$ cat config.mk
export PLATFORM = sky130hd
export DESIGN_NAME = xsim_msg_bridge
export DESIGN_NICKNAME = d
export VERILOG_FILES = /design/src/rtl/xsim_msg_pkg.sv /design/src/rtl/msg_beat_fifo.sv /design/src/rtl/xsim_msg_bridge.sv
export SDC_FILE = /design/constraint.sdc
export NUM_CORES = 1
export LEC_CHECK = 0
export BUFFER_PORTS_ARGS = -buffer_cell sky130_fd_sc_hd__clkbuf_2
export CAP_MARGIN = 5
export CORE_MARGIN = 2
export CORE_UTILIZATION = 40
export CTS_CLUSTER_DIAMETER = 200
export CTS_CLUSTER_SIZE = 28
export DETAILED_ROUTE_END_ITERATION = 10
export GPL_TIMING_DRIVEN = 0
export PLACE_DENSITY = 0.58
export SYNTH_ARGS = -nofsm -noshare
export SYNTH_HDL_FRONTEND = slang
export SYNTH_SLANG_ARGS = --single-unit
export TNS_END_PERCENT = 20
$ cat constraint.sdc
create_clock -name CLK -period 3.8 [get_ports CLK]
set_input_delay 0.38 -clock CLK [delete_from_list [all_inputs] [get_ports CLK]]
set_output_delay 0.38 -clock CLK [all_outputs]
set_load 0.005 [all_outputs]
$ cat src/rtl/xsim_msg_pkg.sv
// Shared types and default sizing for the xsim message bridge.
package xsim_msg_pkg;

  typedef enum logic {
    HOLD = 1'b0,
    RUN  = 1'b1
  } seq_state_e;

  localparam int DEF_NUM_CH   = 1;
  localparam int DEF_BEAT_W   = 32;
  localparam int DEF_DEPTH    = 8;
  localparam int DEF_RST_HOLD = 10;

endpackage

$ cat src/rtl/msg_beat_fifo.sv
// Beat FIFO with register-array storage and a registered head: push visible on dout next cycle.
// Push while full is accepted only when a pop drains the same edge; pop while empty is ignored.
module msg_beat_fifo #(
  parameter int WIDTH = 32,
  parameter int DEPTH = 8
) (
  input  logic             clk,
  input  logic             rst,
  input  logic             push,
  input  logic             pop,
  input  logic [WIDTH-1:0] din,
  output logic [WIDTH-1:0] dout,
  output logic             empty,
  output logic             full
);

  localparam int AW = $clog2(DEPTH);

  logic [WIDTH-1:0] r_mem [DEPTH];
  logic [AW-1:0]    r_rd_ptr;
  logic [AW-1:0]    r_wr_ptr;
  logic [AW:0]      r_count;
  logic [WIDTH-1:0] r_head;

  logic             w_do_pop;
  logic             w_do_push;
  logic [AW-1:0]    w_rd_next;
  logic [WIDTH-1:0] w_head_next;

  assign empty     = (r_count == '0);
  assign full      = (r_count == (AW+1)'(DEPTH));
  assign w_do_pop  = pop & ~empty;
  assign w_do_push = push & (~full | w_do_pop);
  assign w_rd_next = r_rd_ptr + 1'b1;
  assign dout      = r_head;

  // Head tracks the next entry so dout never needs a combinational array read.
  always_comb begin
    w_head_next = r_head;
    if (w_do_pop) begin
      if (r_count == (AW+1)'(1)) begin
        w_head_next = w_do_push ? din : '0;
      end else begin
        w_head_next = r_mem[w_rd_next];
      end
    end else if (empty && w_do_push) begin
      w_head_next = din;
    end
  end

  always_ff @(posedge clk) begin
    if (w_do_push) begin
      r_mem[r_wr_ptr] <= din;
    end
  end

  always_ff @(posedge clk or posedge rst) begin
    if (rst) begin
      r_rd_ptr <= '0;
      r_wr_ptr <= '0;
      r_count  <= '0;
      r_head   <= '0;
    end else begin
      r_head <= w_head_next;
      if (w_do_push) begin
        r_wr_ptr <= r_wr_ptr + 1'b1;
      end
      if (w_do_pop) begin
        r_rd_ptr <= w_rd_next;
      end
      if (w_do_push && !w_do_pop) begin
        r_count <= r_count + 1'b1;
      end else if (!w_do_push && w_do_pop) begin
        r_count <= r_count - 1'b1;
      end
    end
  end

endmodule

$ cat src/rtl/xsim_msg_bridge.sv
// Host<->DUT beat bridge with DUT reset sequencing; rx/tx data appear one cycle after transfer.
// Ready outputs derive from registered FIFO state only. XSIM_MSG_STATS_EN adds per-channel transfer counters.
module xsim_msg_bridge
  import xsim_msg_pkg::*;
#(
  parameter int NUM_CH   = DEF_NUM_CH,
  parameter int BEAT_W   = DEF_BEAT_W,
  parameter int DEPTH    = DEF_DEPTH,
  parameter int RST_HOLD = DEF_RST_HOLD
) (
  input  logic                     CLK,
  input  logic                     RST,
  output logic                     dut_rst_n,
  output logic                     rst_done,
  input  logic [NUM_CH-1:0]        msgSource_src_rdy,
  input  logic [NUM_CH*BEAT_W-1:0] msgSource_beat,
  output logic [NUM_CH-1:0]        msgSource_dst_rdy_b,
  output logic [NUM_CH-1:0]        msgSink_src_rdy_b,
  output logic [NUM_CH*BEAT_W-1:0] msgSink_beat_v,
  input  logic [NUM_CH-1:0]        msgSink_dst_rdy,
  output logic [NUM_CH-1:0]        rx_valid,
  output logic [NUM_CH*BEAT_W-1:0] rx_data,
  input  logic [NUM_CH-1:0]        rx_pop,
  input  logic [NUM_CH-1:0]        tx_push,
  input  logic [NUM_CH*BEAT_W-1:0] tx_data,
  output logic [NUM_CH-1:0]        tx_full,
  output logic [NUM_CH-1:0]        err_ovf
`ifdef XSIM_MSG_STATS_EN
  ,
  output logic [NUM_CH*32-1:0]     stat_rx_cnt,
  output logic [NUM_CH*32-1:0]     stat_tx_cnt
`endif
);

  localparam int CW = $clog2(RST_HOLD) + 1;

  seq_state_e      r_state;
  seq_state_e      w_state_next;
  logic [CW-1:0]   r_cnt;

  logic [NUM_CH-1:0] w_src_fire;
  logic [NUM_CH-1:0] w_sink_fire;
  logic [NUM_CH-1:0] w_err_set;
  logic [NUM_CH-1:0] r_err;

  always_ff @(posedge CLK or posedge RST) begin
    if (RST) begin
      r_state <= HOLD;
      r_cnt   <= '0;
    end else begin
      r_state <= w_state_next;
      if (r_state == HOLD) begin
        r_cnt <= r_cnt + 1'b1;
      end
    end
  end

  always_comb begin
    w_state_next = r_state;
    case (r_state)
      HOLD:    if (r_cnt == CW'(RST_HOLD - 1)) w_state_next = RUN;
      RUN:     w_state_next = RUN;
      default: w_state_next = HOLD;
    endcase
  end

  always_comb begin
    dut_rst_n = 1'b0;
    rst_done  = 1'b0;
    if (r_state == RUN) begin
      dut_rst_n = 1'b1;
      rst_done  = 1'b1;
    end
  end

  for (genvar c = 0; c < NUM_CH; c++) begin : g_ch
    logic w_rx_empty;
    logic w_rx_full;
    logic w_tx_empty;

    assign w_src_fire[c]  = msgSource_src_rdy[c] & msgSource_dst_rdy_b[c];
    assign w_sink_fire[c] = msgSink_src_rdy_b[c] & msgSink_dst_rdy[c];

    msg_beat_fifo #(.WIDTH(BEAT_W), .DEPTH(DEPTH)) u_rx_fifo (
      .clk   (CLK),
      .rst   (RST),
      .push  (w_src_fire[c]),
      .pop   (rx_pop[c]),
      .din   (msgSource_beat[c*BEAT_W +: BEAT_W]),
      .dout  (rx_data[c*BEAT_W +: BEAT_W]),
      .empty (w_rx_empty),
      .full  (w_rx_full)
    );

    msg_beat_fifo #(.WIDTH(BEAT_W), .DEPTH(DEPTH)) u_tx_fifo (
      .clk   (CLK),
      .rst   (RST),
      .push  (tx_push[c]),
      .pop   (w_sink_fire[c]),
      .din   (tx_data[c*BEAT_W +: BEAT_W]),
      .dout  (msgSink_beat_v[c*BEAT_W +: BEAT_W]),
      .empty (w_tx_empty),
      .full  (tx_full[c])
    );

    assign rx_valid[c]            = ~w_rx_empty;
    assign msgSource_dst_rdy_b[c] = rst_done & ~w_rx_full;
    assign msgSink_src_rdy_b[c]   = rst_done & ~w_tx_empty;
    // A full tx FIFO draining on the same edge still takes the push.
    assign w_err_set[c] = (tx_push[c] & tx_full[c] & ~w_sink_fire[c]) |
                          (rx_pop[c] & w_rx_empty);
  end

  always_ff @(posedge CLK or posedge RST) begin
    if (RST) begin
      r_err <= '0;
    end else begin
      r_err <= r_err | w_err_set;
    end
  end

  assign err_ovf = r_err;

`ifdef XSIM_MSG_STATS_EN
  logic [31:0] r_stat_rx [NUM_CH];
  logic [31:0] r_stat_tx [NUM_CH];

  always_ff @(posedge CLK or posedge RST) begin
    if (RST) begin
      for (int c = 0; c < NUM_CH; c++) begin
        r_stat_rx[c] <= '0;
        r_stat_tx[c] <= '0;
      end
    end else begin
      for (int c = 0; c < NUM_CH; c++) begin
        if (w_src_fire[c])  r_stat_rx[c] <= r_stat_rx[c] + 32'd1;
        if (w_sink_fire[c]) r_stat_tx[c] <= r_stat_tx[c] + 32'd1;
      end
    end
  end

  for (genvar c = 0; c < NUM_CH; c++) begin : g_stat
    assign stat_rx_cnt[c*32 +: 32] = r_stat_rx[c];
    assign stat_tx_cnt[c*32 +: 32] = r_stat_tx[c];
  end
`endif

endmodule

==> out/qor.tcl <==
set qor(outcome) {complete, but fails checks}
set qor(failed_checks) {DRC}
set qor(cts_tree) {done}
set qor(ordered_list_of_cells_on_the_worst_path) {inv_1, ha_1, and3b_1, a21boi_1, nand2b_1, nor3_4, buf_8}
set qor(fin_nets) 1640
set qor(design.core.area_sq_um) 59100
set qor(setup_viol_count_final) 0
set qor(max-clock-path-buffers) 3
set qor(final-max-slew-violation-count) 0
set qor(placement.io_buffers) 139
set qor(syn_to_final_growth_pct) 12.4
set qor(grt.overflow.total) 0
set qor(worst_slew_pin_slew_ns) 0.980
set qor(yosys_most_used_dff) {sky130_fd_sc_hd__edfxtp_1}
set qor(route.vias.total) 12800
set qor(die_width_microns) 249
set qor(timing.reg2reg.setup_slack_ns) 0.64
set qor(ant_nets) 0
set qor(cts_root_buf) {sky130_fd_sc_hd__clkbuf_16}
set qor(ys_warn_count) 0
set qor(post-route-drc-count) 6
set qor(max_freq_mhz) 317
set qor(worst_hold_margin_ns) 0.0919
set qor(placed_cell_area_sq_um) 26200
set qor(dieArea_sq_um) 61900
set qor(placementRows) 89
set qor(hold_path_class) {in2reg}
set qor(cpMaxStageDelayCell) {sky130_fd_sc_hd__nor3_4}
set qor(use_met3_pct) 2.94
set qor(rsz0062_at_grt) {no}
set qor(grt_pass1_vias) 13000
set qor(peakVddDrop_uv) 528
set qor(clock_latency_ns) 0.59
set qor(htree_num_levels) 1
set qor(max-slew-margin-rel_pct) 34.1
set qor(critical_path_required_ns) 4.07
set qor(hpwl_mm) 36.2
set qor(synth_top_cell_by_area) {sky130_fd_sc_hd__edfxtp_1}
set qor(synth_nets) 1446
set qor(synth_edf_count) 512
set qor(clock_sink_count) 603
set qor(clock_slew_at_the_register_clock_pins_of_the_worst_setup_and_hold_paths_ns) 0.11
set qor(initial_core_util_pct) 40.5
set qor(wirelength_mm) 56.3
set qor(final_period_minus_worst_setup_slack_ns) 3.16
set qor(cap_viol_max_count) 0
set qor(crit_path_start_kind) {register}
set qor(grt_first_pass_wirelength_mm) 84.6
set qor(synth.area.top_cells) {sky130_fd_sc_hd__edfxtp_1 (64%), sky130_fd_sc_hd__dfrtp_1 (9.5%), sky130_fd_sc_hd__mux2i_1 (6.8%)}
set qor(num_antenna_cells) 0
set qor(track_usage_pct) 18.0
set qor(seq_area_frac_synth_pct) 73.7
set qor(synthesis.area_sq_um) 24000
set qor(fin_crit_sh_pct) 83.1
set qor(wire_per_inst_microns) 24.0
set qor(number_of_distinct_library_cells_after_synthesis) 42
set qor(critPathArrivalTime_ns) 3.43
set qor(boundaryPins) 141
set qor(post-layout-total-power_mw) 21.6
set qor(largest_net_degree_at_the_start_of_global_routing) 74
set qor(antenna_found_initial) 3
set qor(power-per-cell-area_nw_per_um2) 803
set qor(power.static_leakage_nw) 9.42
set qor(globalplace.congestion) 0.755
set qor(synth.ff_latch_count) 603
set qor(die_y_microns) 249
set qor(globalRouteMet1Util_pct) 25.2
set qor(synth_commonest_cells) {sky130_fd_sc_hd__edfxtp_1 (512), sky130_fd_sc_hd__mux2i_1 (163), sky130_fd_sc_hd__nand3_1 (129)}
set qor(share_of_layout_cells_above_drive_strength_1_pct) 22.0
set qor(dominant_cell_by_count_in_the_synthesized_netlist) {sky130_fd_sc_hd__edfxtp_1}
set qor(drtIter0Drc) 1223
set qor(fin_skew_ns) 0.0234
set qor(report.final.hold_viol_count) 0
set qor(category_of_the_critical_setup_timing_path) {reg2reg}
set qor(postLayoutCellArea_sq_um) 26900
set qor(grt.met2_usage_pct) 29.6
set qor(grt_busiest_layer) {met2}
set qor(yosys.area.top_type_share_pct) 64.2
set qor(first_pass_iters) 10
set qor(kind_of_end_point_of_the_critical_path) {register}
set qor(asyncSetResetFlopFracSynth_pct) 15.1
set qor(syn-instance-count) 1362
set qor(crit_fanout) 14
set qor(crit_path_max_incr_delay_ns) 0.74
set qor(cts_inserted_buffers) 25
set qor(vias_per_cell) 5.47
set qor(postSynthAreaPerCell_sq_um) 17.6
-- state kept, by name, indices dropped and copies added, names as in the netlist, 4 cells and up --
signal	flops
g_ch.u_rx_fifo.r_count	4
g_ch.u_rx_fifo.r_mem	256
r_cnt	5
g_ch.u_tx_fifo.dout	32
g_ch.u_tx_fifo.r_count	4
g_ch.u_tx_fifo.r_mem	256
g_ch.u_rx_fifo.dout	32
-- path summary, 6_finish.rpt --
check,start,end,cells after the start
setup / recovery,g_ch[0].u_tx_fifo.r_count[0],g_ch[0].u_tx_fifo.r_mem[0][3],7
hold / removal,tx_data[13],g_ch[0].u_tx_fifo.r_mem[0][13],1
setup reg to reg,g_ch[0].u_tx_fifo.r_count[0],g_ch[0].u_tx_fifo.r_mem[0][3],7
hold reg to reg,r_cnt[4],r_cnt[4],1
max in group asynchronous,RST,g_ch[0].u_tx_fifo.dout[25],4
min in group asynchronous,RST,g_ch[0].u_tx_fifo.dout[6],3
-- where the power goes --
part | switching [mW] | internal, mW | total, mW | leakage [nW]
Clock | 1.95 | 1.27 | 3.22 | 0.337
Sequential | 0.529 | 8.51 | 9.04 | 5.73
Combinational | 5.64 | 3.72 | 9.36 | 3.35
-- logic make-up after synthesis --
| kind of cell | Yosys count | synth area share [%] |
|---|---|---|
| xor gates and xnor gates | 23 | 0.841 |
| and+or+nand+nor | 286 | 5.89 |
| muxes | 233 | 13.1 |
| adders and majority gates | 14 | 0.731 |
| AOI/OAI and AO/OA | 109 | 4.01 |
| DFF | 603 | 73.7 |
| buffers and inverters | 94 | 1.74 |
-- metrics by stage --
step	TNS, ns	worst slack [ns]	util [%]	instances
floorplan	-17.52	-0.294	-	1362
global placement	-819.89	-2.92	43.3	2274
detailed placement	0	0.574	44.3	2301
CTS	0	0.567	45.5	2347
global route	0	0.402	45.5	2347
finish	0	0.641	45.5	2347
-- layout make-up --
class | count | area (sq um)
Fill cell | 5092 | 32200
Sequential cell | 603 | 17700
Multi-Input combinational cell | 665 | 6000
Timing Repair Buffer | 167 | 1160
Tap cell | 773 | 967
Clock buffer | 44 | 697
Buffer | 86 | 388
Inverter | 8 | 35.0
Clock inverter | 1 | 16.3
-- cells in the final DEF (no fill, tap or decap), types with 6 or more instances in the layout --
cell type and n:
sky130_fd_sc_hd__edfxtp_1 512, sky130_fd_sc_hd__mux2i_1 163, sky130_fd_sc_hd__clkbuf_2 139, sky130_fd_sc_hd__nand3_1 129, sky130_fd_sc_hd__dfrtp_1 91, sky130_fd_sc_hd__clkbuf_1 66, sky130_fd_sc_hd__mux4_2 63, sky130_fd_sc_hd__nand2_1 44
sky130_fd_sc_hd__nor2_1 38, sky130_fd_sc_hd__nand4_1 34, sky130_fd_sc_hd__a22oi_1 32, sky130_fd_sc_hd__buf_2 31, sky130_fd_sc_hd__o21ai_0 31, sky130_fd_sc_hd__a221oi_2 30, sky130_fd_sc_hd__clkbuf_16 25, sky130_fd_sc_hd__ha_1 14
sky130_fd_sc_hd__xnor2_1 13, sky130_fd_sc_hd__buf_6 12, sky130_fd_sc_hd__nor2_4 12, sky130_fd_sc_hd__buf_12 11, sky130_fd_sc_hd__xor2_1 10, sky130_fd_sc_hd__inv_1 7, sky130_fd_sc_hd__nand2b_1 7, sky130_fd_sc_hd__and2_1 6
-- layer usage --
metal  up-vias  wire [microns]
met5         -              32
met4         6            1100
met3        70            3180
met2       312           27100
met1      6693           24900
li1       5751               -
-- critical path: cells and delay by family (launching register included) --
| kind | cells | cell delay, ns |
|---|---|---|
| AND/OR/NAND/NOR | 3 | 1.33 |
| buffers and inverters | 2 | 0.35 |
| flip-flops | 1 | 0.46 |
| AO/OA/AOI/OAI | 1 | 0.47 |
| adder cells (fa/ha/maj) | 1 | 0.25 |
-- what timing repair did --
item,CTS,global route
hold buffers,1,0
gates resized for setup,0,0
setup buffers,0,0
endpoints found under the hold margin,18,0
Power figures use the tool's default switching activity.
